## src/rtl/shiftreg_sequencer.sv

```systemverilog
// Command sequencer for the 4-bit enhanced shift register. It accepts one op over valid/ready,
// drives the register for the required cycles, then reports Q and the serial bits shifted out.
`timescale 1ns/1ps
module shiftreg_sequencer #(
    parameter int unsigned WIDTH = 4,
    parameter int unsigned CNT_W = 4
) (
    input  logic             i_clk,
    input  logic             i_reset,
    input  logic             i_enb,
    input  logic             i_cmd_valid,
    output logic             o_cmd_ready,
    input  logic [2:0]       i_cmd_op,
    input  logic [WIDTH-1:0] i_cmd_data,
    input  logic [CNT_W-1:0] i_cmd_count,
    output logic             o_reg_enb,
    output logic [1:0]       o_modo,
    output logic             o_dir,
    output logic             o_s_in,
    output logic [WIDTH-1:0] o_d,
    input  logic [WIDTH-1:0] i_q,
    input  logic             i_s_out,
    output logic [WIDTH-1:0] o_result,
    output logic [WIDTH-1:0] o_out_bits,
    output logic             o_done,
    output logic             o_err
);

    localparam logic [2:0] OpLoad  = 3'b000;
    localparam logic [2:0] OpShl   = 3'b001;
    localparam logic [2:0] OpShr   = 3'b010;
    localparam logic [2:0] OpRol   = 3'b011;
    localparam logic [2:0] OpRor   = 3'b100;
    localparam logic [2:0] OpClear = 3'b101;

    localparam logic [1:0] ModeShift  = 2'b00;
    localparam logic [1:0] ModeRotate = 2'b01;
    localparam logic [1:0] ModeLoad   = 2'b10;
    localparam logic [1:0] ModeClear  = 2'b11;

    typedef enum logic [1:0] {StIdle, StRun, StSettle, StDone} state_e;

    state_e             r_state;
    logic [1:0]         r_modo;
    logic               r_dir;
    logic [WIDTH-1:0]   r_d;
    logic [WIDTH-1:0]   r_data_sh;
    logic [CNT_W-1:0]   r_remaining;
    logic               r_illegal;
    logic [WIDTH-1:0]   r_result;
    logic [WIDTH-1:0]   r_out_bits;
    logic               r_done;
    logic               r_err;

    logic [1:0]         w_modo;
    logic               w_dir;
    logic               w_illegal;
    logic [CNT_W-1:0]   w_eff_cnt;

    // Decode the incoming op into register mode, direction and effective cycle count.
    always_comb begin
        w_modo    = ModeShift;
        w_dir     = 1'b0;
        w_illegal = 1'b0;
        w_eff_cnt = i_cmd_count;
        case (i_cmd_op)
            OpLoad: begin
                w_modo    = ModeLoad;
                w_eff_cnt = CNT_W'(1);
            end
            OpShl: begin
                w_modo = ModeShift;
            end
            OpShr: begin
                w_modo = ModeShift;
                w_dir  = 1'b1;
            end
            OpRol: begin
                w_modo = ModeRotate;
            end
            OpRor: begin
                w_modo = ModeRotate;
                w_dir  = 1'b1;
            end
            OpClear: begin
                w_modo    = ModeClear;
                w_eff_cnt = CNT_W'(1);
            end
            default: begin
                w_illegal = 1'b1;
                w_eff_cnt = '0;
            end
        endcase
    end

    always_ff @(posedge i_clk or posedge i_reset) begin
        if (i_reset) begin
            r_state     <= StIdle;
            r_modo      <= ModeShift;
            r_dir       <= 1'b0;
            r_d         <= '0;
            r_data_sh   <= '0;
            r_remaining <= '0;
            r_illegal   <= 1'b0;
            r_result    <= '0;
            r_out_bits  <= '0;
            r_done      <= 1'b0;
            r_err       <= 1'b0;
        end else begin
            r_done <= 1'b0;
            unique case (r_state)
                StIdle: begin
                    if (i_cmd_valid) begin
                        r_modo      <= w_modo;
                        r_dir       <= w_dir;
                        r_d         <= i_cmd_data;
                        r_data_sh   <= i_cmd_data;
                        r_illegal   <= w_illegal;
                        r_remaining <= w_eff_cnt;
                        r_out_bits  <= '0;
                        r_state     <= (w_eff_cnt == '0) ? StSettle : StRun;
                    end
                end
                StRun: begin
                    // A stalled cycle freezes everything so the register sees no update.
                    if (i_enb) begin
                        r_remaining <= r_remaining - CNT_W'(1);
                        r_data_sh   <= {r_data_sh[0], r_data_sh[WIDTH-1:1]};
                        r_out_bits  <= {r_out_bits[WIDTH-2:0], i_s_out};
                        if (r_remaining == CNT_W'(1)) begin
                            r_state <= StSettle;
                        end
                    end
                end
                StSettle: begin
                    r_result <= i_q;
                    r_err    <= r_illegal;
                    r_done   <= 1'b1;
                    r_state  <= StDone;
                end
                StDone: begin
                    r_state <= StIdle;
                end
            endcase
        end
    end

    // Reset is folded in so ready and the register enable drop without waiting for a clock.
    assign o_cmd_ready = (r_state == StIdle) && !i_reset;
    assign o_reg_enb   = (r_state == StRun) && i_enb && !i_reset;
    assign o_modo      = r_modo;
    assign o_dir       = r_dir;
    assign o_s_in      = r_data_sh[0];
    assign o_d         = r_d;
    assign o_result    = r_result;
    assign o_out_bits  = r_out_bits;
    assign o_done      = r_done;
    assign o_err       = r_err;

endmodule

```

## config.mk

```make
export PLATFORM = sky130hd
export DESIGN_NAME = shiftreg_sequencer
export DESIGN_NICKNAME = d
export VERILOG_FILES = /design/src/rtl/shiftreg_sequencer.sv
export SDC_FILE = /design/constraint.sdc
export NUM_CORES = 1
export LEC_CHECK = 0
export CAP_MARGIN = 30
export CORE_MARGIN = 1.5
export CORE_UTILIZATION = 47
export DETAILED_ROUTE_END_ITERATION = 10
export GPL_ROUTABILITY_DRIVEN = 0
export PLACE_DENSITY = 0.86
export SYNTH_ARGS = -nofsm -noshare
export SYNTH_HDL_FRONTEND = slang
export SYNTH_SLANG_ARGS = --single-unit
```

## constraint.sdc

```tcl
create_clock -name i_clk -period 2.3 [get_ports i_clk]
set_input_delay 0.69 -clock i_clk [delete_from_list [all_inputs] [get_ports i_clk]]
set_output_delay 0.69 -clock i_clk [all_outputs]
set_load 0.005 [all_outputs]
```

==> results of run 1 <==
-- registers in the layout, indices dropped and copies added, names as in the netlist --
register / flops
o_d: 4
o_out_bits: 4
o_result: 4
r_data_sh: 4
r_remaining: 4
o_modo: 2
r_state: 2
o_dir: 1
o_done: 1
o_err: 1
r_illegal: 1
-- metrics by stage --
step,hold slack [ns],setup slack [ns],TNS [ns]
finish,0.500,0.0855,0
global route,0.541,0.0542,0
CTS,0.510,0.0791,0
detailed placement,0.475,-0.245,-0.365
global placement,0.461,-0.244,-0.373
floorplan,0.444,0.0556,0
-- cell families after synthesis --
group,synth area share
AND/OR/NAND/NOR,0.129
AO/OA/AOI/OAI,0.153
flip-flops,0.477
buffers and inverters,0.0613
multiplexers,0.125
adder cells (fa/ha/maj),0.0426
XOR/XNOR,0.0119
-- repair_timing --
action | 4_1_cts | 5_1_grt
gates resized for setup | 6 | 0
endpoints found under the setup margin | 2 | 0
setup buffers | 1 | 0
-- placed cells by master (no fill, tap or decap), types with 2 or more instances in the layout --
| cell | synthesis | layout |
|---|---|---|
| inv_1 | 10 | 8 |
| mux2_2 | 9 | 9 |
| nand3_1 | 2 | 2 |
| buf_4 | 3 | 8 |
| and3_1 | 2 | 2 |
| clkbuf_4 | 0 | 3 |
| nor2b_1 | 7 | 7 |
| mux2i_1 | 6 | 6 |
| inv_2 | 0 | 2 |
| dfrtp_1 | 28 | 28 |
| dlygate4sd2_1 | 0 | 3 |
| nor2_1 | 5 | 5 |
| o31ai_1 | 2 | 2 |
| a21oi_1 | 6 | 6 |
| nand4_1 | 2 | 2 |
| a31oi_1 | 3 | 3 |
| o21ai_0 | 10 | 10 |
| o211ai_1 | 2 | 2 |
| nand2_1 | 11 | 11 |
| clkdlybuf4s50_1 | 0 | 36 |
| nor3_1 | 4 | 4 |
| ha_1 | 5 | 4 |
-- worst paths after layout --
| check | slack [ns] | depth (start not counted) | end | from |
|---|---|---|---|---|
| max | 0.09 | 3 | o_reg_enb | i_enb |
| min | 0.50 | 2 | o_modo[0] | o_modo[0] |
| max reg2reg | 0.35 | 7 | r_remaining[3] | r_state[0] |
| min reg2reg | 0.50 | 2 | o_modo[0] | o_modo[0] |
| max in group asynchronous | 1.45 | 3 | o_err | i_reset |
| min in group asynchronous | 0.57 | 3 | r_remaining[2] | i_reset |
-- layer usage --
metal  share of wire  GRT usage
met3           0.071     0.0462
met4          0.0044     0.0552
met1            0.43      0.254
met5               0          0
met2            0.49      0.335
-- critical path, cell delays in order --
cell             delay, ns
clkdlybuf4s50_1       0.47
and3_1                0.14
dlygate4sd2_1         0.23
-- power groups by stage --
stage / Clock, mW / Sequential [mW] / Combinational, mW
3_3_place_gp: 0 / 0.851 / 1.10
3_5_place_dp: 0 / 0.865 / 1.16
6_report: 0.319 / 0.858 / 1.17
5_1_grt: 0.342 / 0.885 / 1.29
4_1_cts: 0.329 / 0.856 / 1.18
2_1_floorplan: 0 / 0.855 / 0.677
-- layout make-up --
type	count	area, um2	share of cell area
sequential	28	701	0.358
clock buffer	3	22.5	0.0115
inverter	10	37.5	0.0192
multi-input combinational	94	681	0.347
clock inverter	1	30.0	0.0153
tap	33	41.3	0.0211
timing repair buffer	47	447	0.228
==> run summary, run 1 <==
WP data required: 1.61 ns
Die X: 58.9 um
Worst Setup End Kind: output pin
via count: 1,211
Vias/cell: 5.61
Fin. Hold Viols: 0
# hold bufs at CTS: 0
post-DP HPWL: 2.42 mm
Worst-path clk slew: 0.16 ns
initial antenna violation count: 0
Avg Cell Area, Syn: 10.5 um2
Final Max Tran Viols: 0
switching part of the total: 0.343
drt total wl: 3.22 mm
I/O pins: 40
sequential share of power: 0.365
Die ar.: 3470 um2
largest net degree at the start of global routing: 29
dominant synthesized flop cell: dfrtp_1
GRT Residual Overflow: 0
max_slew headroom: 0.667
Placed Cells: 211
GRT Overall Usage: 0.198
drt wl/cell: 14.9 um
Switch Pwr: 0.805 mW
chip height: 58.9 um
Post-Synthesis Cells: 140
# H-tree levels: 1
syn_nets: 165
CTS Buf Count: 3
Peak Freq: 0.452 GHz
DR iter-0 viols: 30
Logic pwr share: 0.499
IO Port Bufs: 39
max_cap viols: 0
Synth Register Bits: 28
final worst path period need: 2.21 ns
# rows: 20
area share of the largest cell type after synthesis: 0.477
leak pwr: 0.849 nW
Routed Antenna Nets: 0
most frequent cell after synthesis: dfrtp_1
Int Pwr: 1.55 mW
CP arrival: 1.52 ns
ant diodes: 0
nets: 209
mapped cell area: 1470 um2
global-route wire length before repair: 5.31 mm
DP Area: 1900 um2
cell taking the most area after synthesis: dfrtp_1
fillers: 231
fraction of layout cells with a size suffix above 1: 0.148
Core ar.: 3000 um2
Finished Cell Area: 1960 um2
Clock power frac: 0.136
Worst Max-Slew Pin Slew: 0.496 ns
Worst setup SP type: input pin
number of synthesized flops with an enable pin: 0
CTS tree: built
Clock Tree Buf Depth: 2
vias in the first global route: 1,206
Distinct cells, synth: 40
PwrDens: 1200 nW/um2
Post-synth ARST share: 1.00
Warnings, synthesis: 0
status: finished clean
Non-Filler Instances: 216
Area Growth Syn to Fin: 33.4%
TritonCTS sink count: 28
Core Util, Final: 0.653
DRC: 0
Power Total: 2.35 mW
Post-synth top cells: dfrtp_1, nand2_1, inv_1, o21ai_0, mux2_2
Hold Crit Class: register to register
Worst-Skew Late Latency: 0.33 ns
Crit Path Category: input pin to output pin
# setup viols final: 0
part of the cycle the worst path needs: 0.963
Synth area leaders: dfrtp_1, mux2_2, ha_1
starting density of the core: 0.489
RSZ-0062 raised after global routing: false
Pre-antenna DRT Iters: 4
skew final: 0.0150 ns
crit path max fanout: 2
Max IR drop VDD: 0.697 mV
sequential share of the synthesized area: 0.477
CTS Root Cell: clkbuf_4
No activity file was read; power rests on OpenSTA's default activity.
==> run 2, diff against run 1 <==
==> constraint.sdc (replaced) <==
create_clock -name i_clk -period 2.47 [get_ports i_clk]
set_input_delay 0.741 -clock i_clk [delete_from_list [all_inputs] [get_ports i_clk]]
set_output_delay 0.741 -clock i_clk [all_outputs]
set_load 0.005 [all_outputs]
==> run summary, run 2 (same netlist as run 1, synthesis figures left out) <==
TritonCTS sink count: 28
Worst Setup End Kind: output pin
max_cap viols: 0
crit path max fanout: 2
# setup viols final: 0
Worst Max-Slew Pin Slew: 0.470 ns
ant diodes: 0
GRT Residual Overflow: 0
Clock power frac: 0.107
DR iter-0 viols: 40
sequential share of power: 0.382
Int Pwr: 1.35 mW
reg2reg start: r_state[1]
CTS tree: built
most common cell after layout, fill and taps aside: clkdlybuf4s50_1
Die X: 58.9 um
fillers: 234
Core Util, Final: 0.645
vias in the first global route: 1,191
global-route wire length before repair: 5.31 mm
Crit-path slowest cell: clkdlybuf4s50_1
I/O pins: 40
CTS Buf Count: 3
Pre-antenna DRT Iters: 6
Routed Antenna Nets: 0
Worst-path clk slew: 0.15 ns
Reg area: 701 um2
largest net degree at the start of global routing: 29
DP Worst Slack: -0.206 ns
Worst setup SP type: input pin
Switch Pwr: 0.734 mW
starting density of the core: 0.489
RSZ-0062 raised after global routing: false
cell breakdown of the critical path: clkdlybuf4s50_1 -> inv_1 -> and3_1 -> clkdlybuf4s15_1
fraction of layout cells with a size suffix above 1: 0.126
PwrDens: 1080 nW/um2
met1 wire length: 1.43 mm
drt total wl: 3.13 mm
most frequent cells in the layout: clkdlybuf4s50_1, dfrtp_1, nand2_1, inv_1, o21ai_0
chip height: 58.9 um
multi-input logic area: 678 um2
Clock Tree Buf Depth: 2
GRT Overall Usage: 0.198
initial antenna violation count: 0
switching part of the total: 0.352
Max IR drop VDD: 0.580 mV
final setup margin: 0.0603 ns
Area Growth Syn to Fin: 31.8%
Die ar.: 3470 um2
delay of the slowest critical-path stage: 0.48 ns
RR Endpoint: r_state[0]
Hold Slack: 0.500 ns
Logic pwr share: 0.511
Vias/cell: 5.48
FF-to-FF setup slack: 0.53 ns
skew final: 0.0130 ns
Peak Freq: 0.415 GHz
IO Port Bufs: 39
via count: 1,179
Non-Filler Instances: 215
Placed Cells: 211
CP arrival: 1.67 ns
DRC: 0
hold path depth: 2
Fin. Hold Viols: 0
CTS Root Cell: clkbuf_4
final worst path period need: 2.41 ns
Core ar.: 3000 um2
Final Max Tran Viols: 0
# H-tree levels: 1
Hold Crit Class: register to register
# rows: 20
WP data required: 1.73 ns
nets: 208
metal3 WL: 220 um
Critical Path Source: i_reset
part of the cycle the worst path needs: 0.976
status: finished clean
top sig layer: met4
drt wl/cell: 14.5 um
Crit Path Category: input pin to output pin
post-DP HPWL: 2.34 mm
Worst R2R Path Depth: 7
Power Total: 2.09 mW
metal2 WL: 1.46 mm
Critical Path End: o_reg_enb
max_slew headroom: 0.684
leak pwr: 0.836 nW
Worst-Skew Late Latency: 0.33 ns
-- run 2: how the worst min path moves through the flow --
stage,to,from,slack [ns]
6_report,o_modo[0],o_modo[0],0.50
4_1_cts,o_modo[0],o_modo[0],0.51
2_1_floorplan,r_illegal,r_illegal,0.44
5_1_grt,r_remaining[3],r_remaining[3],0.53
3_5_place_dp,o_modo[0],o_modo[0],0.48
3_3_place_gp,o_dir,o_dir,0.46
-- run 2: area by class of cell --
| class | count | share of cell area |
|---|---|---|
| Clock buffer | 4 | 0.0187 |
| Timing Repair Buffer | 46 | 0.228 |
| Multi-Input combinational cell | 94 | 0.350 |
| Inverter | 10 | 0.0194 |
| Tap cell | 33 | 0.0213 |
| Sequential cell | 28 | 0.362 |
-- run 2: layer usage --
metal | vias to the layer above | global-route usage
met2 | 37 | 0.306
met1 | 565 | 0.267
met5 | - | 0
met3 | 2 | 0.0505
met4 | 0 | 0.0779
li1 | 575 | -
-- run 2: what timing repair did --
action | in CTS | in global routing
hold buffers | 0 | 0
setup buffers | 0 | 0
resized for setup | 3 | 0
endpoints found under the hold margin | 0 | 0
setup endpoints to repair | 2 | 0
-- run 2: power groups by stage --
| stage | clock, mW | combinational (mW) | sequential, mW |
|---|---|---|---|
| floorplan | 0 | 0.630 | 0.796 |
| global placement | 0 | 1.03 | 0.792 |
| detailed placement | 0 | 1.07 | 0.805 |
| CTS | 0.231 | 1.07 | 0.797 |
| global route | 0.248 | 1.17 | 0.821 |
| finish | 0.223 | 1.07 | 0.796 |
-- run 2: metrics by stage --
stage | cell area, um2 | TNS, ns
floorplan | 1470 | 0
global placement | 1900 | -0.236
detailed placement | 1900 | -0.257
CTS | 1940 | 0
global route | 1940 | 0
finish | 1940 | 0
-- run 2: critical path, delay by kind of cell --
kind,cells,cell delay [ns]
buffers and inverters,3,0.75
and+or+nand+nor,1,0.18
